## config.mk

```make
export PLATFORM = sky130hd
export DESIGN_NAME = rv32_reg_file
export DESIGN_NICKNAME = d
export VERILOG_FILES = /design/src/rtl/rv32_reg_file_pkg.sv /design/src/rtl/rv32_reg_file_read_port.sv /design/src/rtl/rv32_reg_file.sv
export SDC_FILE = /design/constraint.sdc
export NUM_CORES = 2
export LEC_CHECK = 0
export CAP_MARGIN = 0
export CORE_MARGIN = 4
export CORE_UTILIZATION = 45
export DETAILED_ROUTE_END_ITERATION = 10
export PLACE_DENSITY = 0.61
export SYNTH_ARGS = -nofsm -noshare
export SYNTH_HDL_FRONTEND = slang
export SYNTH_SLANG_ARGS = --single-unit
export TNS_END_PERCENT = 5
```

## constraint.sdc

```tcl
create_clock -name clk -period 6.3 [get_ports clk]
set_clock_uncertainty 0.15 [all_clocks]
set_input_delay 0.945 -clock clk [delete_from_list [all_inputs] [get_ports clk]]
set_output_delay 0.945 -clock clk [all_outputs]
set_load 0.02 [all_outputs]
```

## src/rtl/rv32_reg_file_pkg.sv

```systemverilog
// Core-wide register file constants and types, shared by the decode and
// write-back stages.
//   XLEN       : integer register width
//   REG_ADDR_W : register address width
//   NUM_REGS   : architectural register count
//   REG_ZERO   : index of the hardwired-zero register (x0)
package rv32_reg_file_pkg;

    localparam int XLEN       = 32;
    localparam int REG_ADDR_W = 5;
    localparam int NUM_REGS   = 2 ** REG_ADDR_W;
    localparam int REG_ZERO   = 0;

    typedef logic [REG_ADDR_W-1:0] reg_addr_t;
    typedef logic [XLEN-1:0]       xlen_t;

endpackage

```

## src/rtl/rv32_reg_file_read_port.sv

```systemverilog
// rf_read_port: one combinational register-file read port.
// Selects an entry from the flattened storage array and forces x0 to zero.
// Build option RF_BYPASS_EN: adds write-through forwarding, so a
// same-cycle write to the addressed register is returned directly.
// Ports:
//   addr     : read address
//   regs     : all storage entries, packed
//   wr_en    : write enable        (RF_BYPASS_EN only)
//   wr_addr  : write address       (RF_BYPASS_EN only)
//   wr_data  : write data          (RF_BYPASS_EN only)
//   data     : read data
module rf_read_port
    import rv32_reg_file_pkg::*;
#(
    parameter int DATA_WIDTH = XLEN,
    parameter int ADDR_WIDTH = REG_ADDR_W
) (
    input  logic [ADDR_WIDTH-1:0]                        addr,
    input  logic [(2**ADDR_WIDTH)-1:0][DATA_WIDTH-1:0]   regs,
`ifdef RF_BYPASS_EN
    input  logic                                         wr_en,
    input  logic [ADDR_WIDTH-1:0]                        wr_addr,
    input  logic [DATA_WIDTH-1:0]                        wr_data,
`endif
    output logic [DATA_WIDTH-1:0]                        data
);

    localparam logic [ADDR_WIDTH-1:0] ZERO_ADDR = ADDR_WIDTH'(REG_ZERO);

    always_comb begin
        data = regs[addr];
`ifdef RF_BYPASS_EN
        // Forward the write-back value in the same cycle it is being written.
        if (wr_en && (wr_addr != ZERO_ADDR) && (wr_addr == addr))
            data = wr_data;
`endif
        // x0 reads zero in every case, forwarding included.
        if (addr == ZERO_ADDR)
            data = '0;
    end

endmodule

```

## src/rtl/rv32_reg_file.sv

```systemverilog
// rv32_reg_file: RV32I integer register file for the decode stage.
// Two combinational read ports (rs1, rs2), one synchronous write port (WB).
// x0 is never written and always reads zero. Synchronous active-low reset
// clears every entry and takes priority over a write in the same cycle.
// Build option RF_BYPASS_EN: same-cycle write-through forwarding to reads.
// Ports:
//   clk             : clock, rising edge
//   reset_n         : synchronous active-low reset
//   reg1_addr_i     : rs1 address        data1_o : rs1 data
//   reg2_addr_i     : rs2 address        data2_o : rs2 data
//   writereg_addr_i : rd address from WB
//   data_i          : write data
//   data_write_i    : write enable
module rv32_reg_file
    import rv32_reg_file_pkg::*;
#(
    parameter int DATA_WIDTH = XLEN,
    parameter int ADDR_WIDTH = REG_ADDR_W
) (
    input  logic                  clk,
    input  logic                  reset_n,
    input  logic [ADDR_WIDTH-1:0] reg1_addr_i,
    input  logic [ADDR_WIDTH-1:0] reg2_addr_i,
    output logic [DATA_WIDTH-1:0] data1_o,
    output logic [DATA_WIDTH-1:0] data2_o,
    input  logic [ADDR_WIDTH-1:0] writereg_addr_i,
    input  logic [DATA_WIDTH-1:0] data_i,
    input  logic                  data_write_i
);

    localparam int NUM_ENTRIES  = 2 ** ADDR_WIDTH;
    localparam int NUM_RD_PORTS = 2;
    localparam logic [ADDR_WIDTH-1:0] ZERO_ADDR = ADDR_WIDTH'(REG_ZERO);

    logic [NUM_ENTRIES-1:0][DATA_WIDTH-1:0]  regs;
    logic [NUM_RD_PORTS-1:0][ADDR_WIDTH-1:0] rd_addr;
    logic [NUM_RD_PORTS-1:0][DATA_WIDTH-1:0] rd_data;

    // Entry 0 is only ever loaded by reset, so it holds zero; the read
    // ports zero x0 as well so the value never depends on it.
    always_ff @(posedge clk) begin
        if (!reset_n)
            regs <= '0;
        else if (data_write_i && (writereg_addr_i != ZERO_ADDR))
            regs[writereg_addr_i] <= data_i;
    end

    assign rd_addr = {reg2_addr_i, reg1_addr_i};

    for (genvar p = 0; p < NUM_RD_PORTS; p++) begin : g_rd
        rf_read_port #(
            .DATA_WIDTH (DATA_WIDTH),
            .ADDR_WIDTH (ADDR_WIDTH)
        ) u_rd (
            .addr    (rd_addr[p]),
            .regs    (regs),
`ifdef RF_BYPASS_EN
            .wr_en   (data_write_i),
            .wr_addr (writereg_addr_i),
            .wr_data (data_i),
`endif
            .data    (rd_data[p])
        );
    end

    assign data1_o = rd_data[0];
    assign data2_o = rd_data[1];

endmodule

```

==> results.toml <==
[synthesis]
syn_inst = 5830
yosysUniqueCellTypes = 39
synth_seq_cells = 1024
synth.avg_cell_area_um2 = 9.292
synth_area_um2 = 54170
syn-num-nets = 5880
ys_seq_area_share_pct = 37.84
yosys_warnings = 0

[min_path]
hp-class = "flop to flop"
worstHoldStart = "regs[409]$_SDFFE_PN0P_"

[cts]
clkTransAtPathRegs_ps = 60
cts_resized = 0
ctsHoldBuffers = 0
post_cts_buffers = 0
cts_root_buf = "clkbuf_16"
cts_sinks = 1024
worstSkewPairLatency_ps = 700
clockBufferDepth = 3
cts_tree = "done"
h-tree-depth = 3
numCtsBuffers = 115

[detailed_routing]
routed_wl_mm = 215.8
wire_per_inst_um = 29.51
dr_total_vias = 46615
drt-initial-drc-count = 6411
first_pass_iters = 8
drc = 0
ant_nets = 0
via_per_inst = 6.374

[final_layout]
finalNonFillerCells = 7313
layout-drive-gt1-share_pct = 16.20
nNetsFinal = 5652
area_growth_pct = 11.13
reg_top3 = "regs x1024"
largest_register_ffs = 1024
final_common_cell = "nand2_1"
largest-register = "regs"
layout_common_cells = "nand2_1 (2023), dfxtp_1 (1024), a21boi_0 (882), mux4_2 (448), mux2i_1 (192)"

[die]
rows = 127
core_area_um2 = 119700
pin_count = 114
die_area_um2 = 126000
initial_core_util_pct = 45.28
fp.dieH_um = 355.0
die_w_um = 355.0

[outcome]
status = "completed"

[setup_path]
regToRegStartpoint = "regs[222]$_SDFFE_PN0P_"
cp-startpoint = "reg1_addr_i[1]"
worstPathArrival_ps = 4720
path_class = "primary input to output pin"
end_kind = "output pin"
cp_max_fo = 49
crit_required_ps = 5200
crit_path_start_kind = "primary input"

[timing]
worst_slew_pin_slew_ps = 1278
slew_violations = 0
rsz0062_at_grt = "false"
setup_tns_ps = 0
setup_viol = 0
clock.fmax_mhz = 172.1
min_period_ps = 5810
finalCritPeriodShare_pct = 92.23
hold_viol = 0
slew_headroom_pct = 14.52

[pwr]
vdd_drop_max_v = 0.0002102
p_leak_nw = 19.34
power_density_nw_per_um2 = 250.6

[flow_run]
maxCapViolations = 0

[placed_design]
post-place-cells = 7097
portBuffers = 113
place_congestion = 0.9034
hpwl_mm = 131.2

[grt]
overflow = 0
grt_usage_pct = 33.25
grt_max_degree = 210
antenna_found_initial = 10
grt_pass1_vias = 43926
grt_pass1_wl_mm = 310.5
-- report_power, final --
part	switching (mW)	leakage (nW)	internal, mW
clock network	2.89	1.94	4.24
logic	0.910	9.14	0.489
registers	0.0350	8.25	6.52
-- critical path, cell delays in order --
cell and delay, ps:
buf_4 800, buf_4 510, mux4_2 270, mux2i_1 80, a221o_1 420, a31oi_1 850
clkdlybuf4s50_1 790
-- stage by stage --
stage	hold slack [ps]	power, mW	instance area [µm²]	utilization, %	setup slack, ps
after detailed placement	305.7	8.055	56210	46.98	702.5
final	314.2	15.09	60210	50.32	489.6
after CTS	315.8	15.08	60200	50.31	691.6
after floorplan	291.6	7.530	54170	-	2566
after global placement	301.4	8.046	56210	46.98	732.2
after global routing	334.0	15.40	60200	50.31	497.3
-- area by class of cell --
cell class	count	area, µm²
diodes	4	10.01
clock buffers	185	3596
clock inverters	27	385.4
fillers	10829	59450
inverters	2	12.51
multi-input cells	4182	31080
flip-flops and latches	1024	20500
well taps	1612	2017
repair buffers	277	2601
-- path summary, 6_finish.rpt --
check / depth (start not counted) / slack [ps] / endpoint
worst min-delay path: 2 / 310 / regs[409]$_SDFFE_PN0P_
worst max-delay path: 7 / 490 / data1_o[16]
worst min register to register: 2 / 310 / regs[409]$_SDFFE_PN0P_
worst max register to register: 2 / 5410 / regs[222]$_SDFFE_PN0P_
-- logic make-up (layout without fill, tap and decap cells) --
logic type	Yosys count	count (layout)	share of synthesized area, %
mux	672	672	22.84
flops	1024	1024	37.84
compound gates	1325	1325	18.30
buf+inv	624	491	5.282
other cells	0	4	0
simple gates	2185	2185	15.74
-- layer usage --
| layer | vias up | track usage (%) | wire length [µm] |
|---|---|---|---|
| met2 | 3047 | 49.80 | 92960 |
| met1 | 22931 | 45.24 | 84410 |
| met4 | 8 | 16.41 | 12310 |
| met3 | 667 | 7.764 | 26080 |
| met5 | - | 0.2308 | 55 |
| li1 | 19962 | - | - |
-- synthesized netlist by cell type, drive strengths merged --
cell	n	share of area [%]
o2111ai	19	0.31
nand2	2054	14
nand4	1	0.012
inv	2	0.014
and4bb	3	0.069
mux2	32	0.67
a21boi	992	14
buf	256	2.7
clkbuf	366	2.5
and4b	3	0.055
nor3	4	0.037
and4	1	0.016
nand2b	3	0.035
nand4b	3	0.049
mux4	448	19
or4	1	0.014
a221oi	45	0.73
a211oi	32	0.44
a22oi	64	0.89
nor2b	39	0.45
nor2	20	0.14
a221o	32	0.59
or2	1	0.012
nor4b	1	0.028
a31oi	32	0.37
mux2i	192	3.5
dfxtp	1024	38
and3b	1	0.016
and2	50	0.58
a311oi	32	0.52
o21ai	77	0.71
Note: power is estimated with default switching activity, not from simulation.
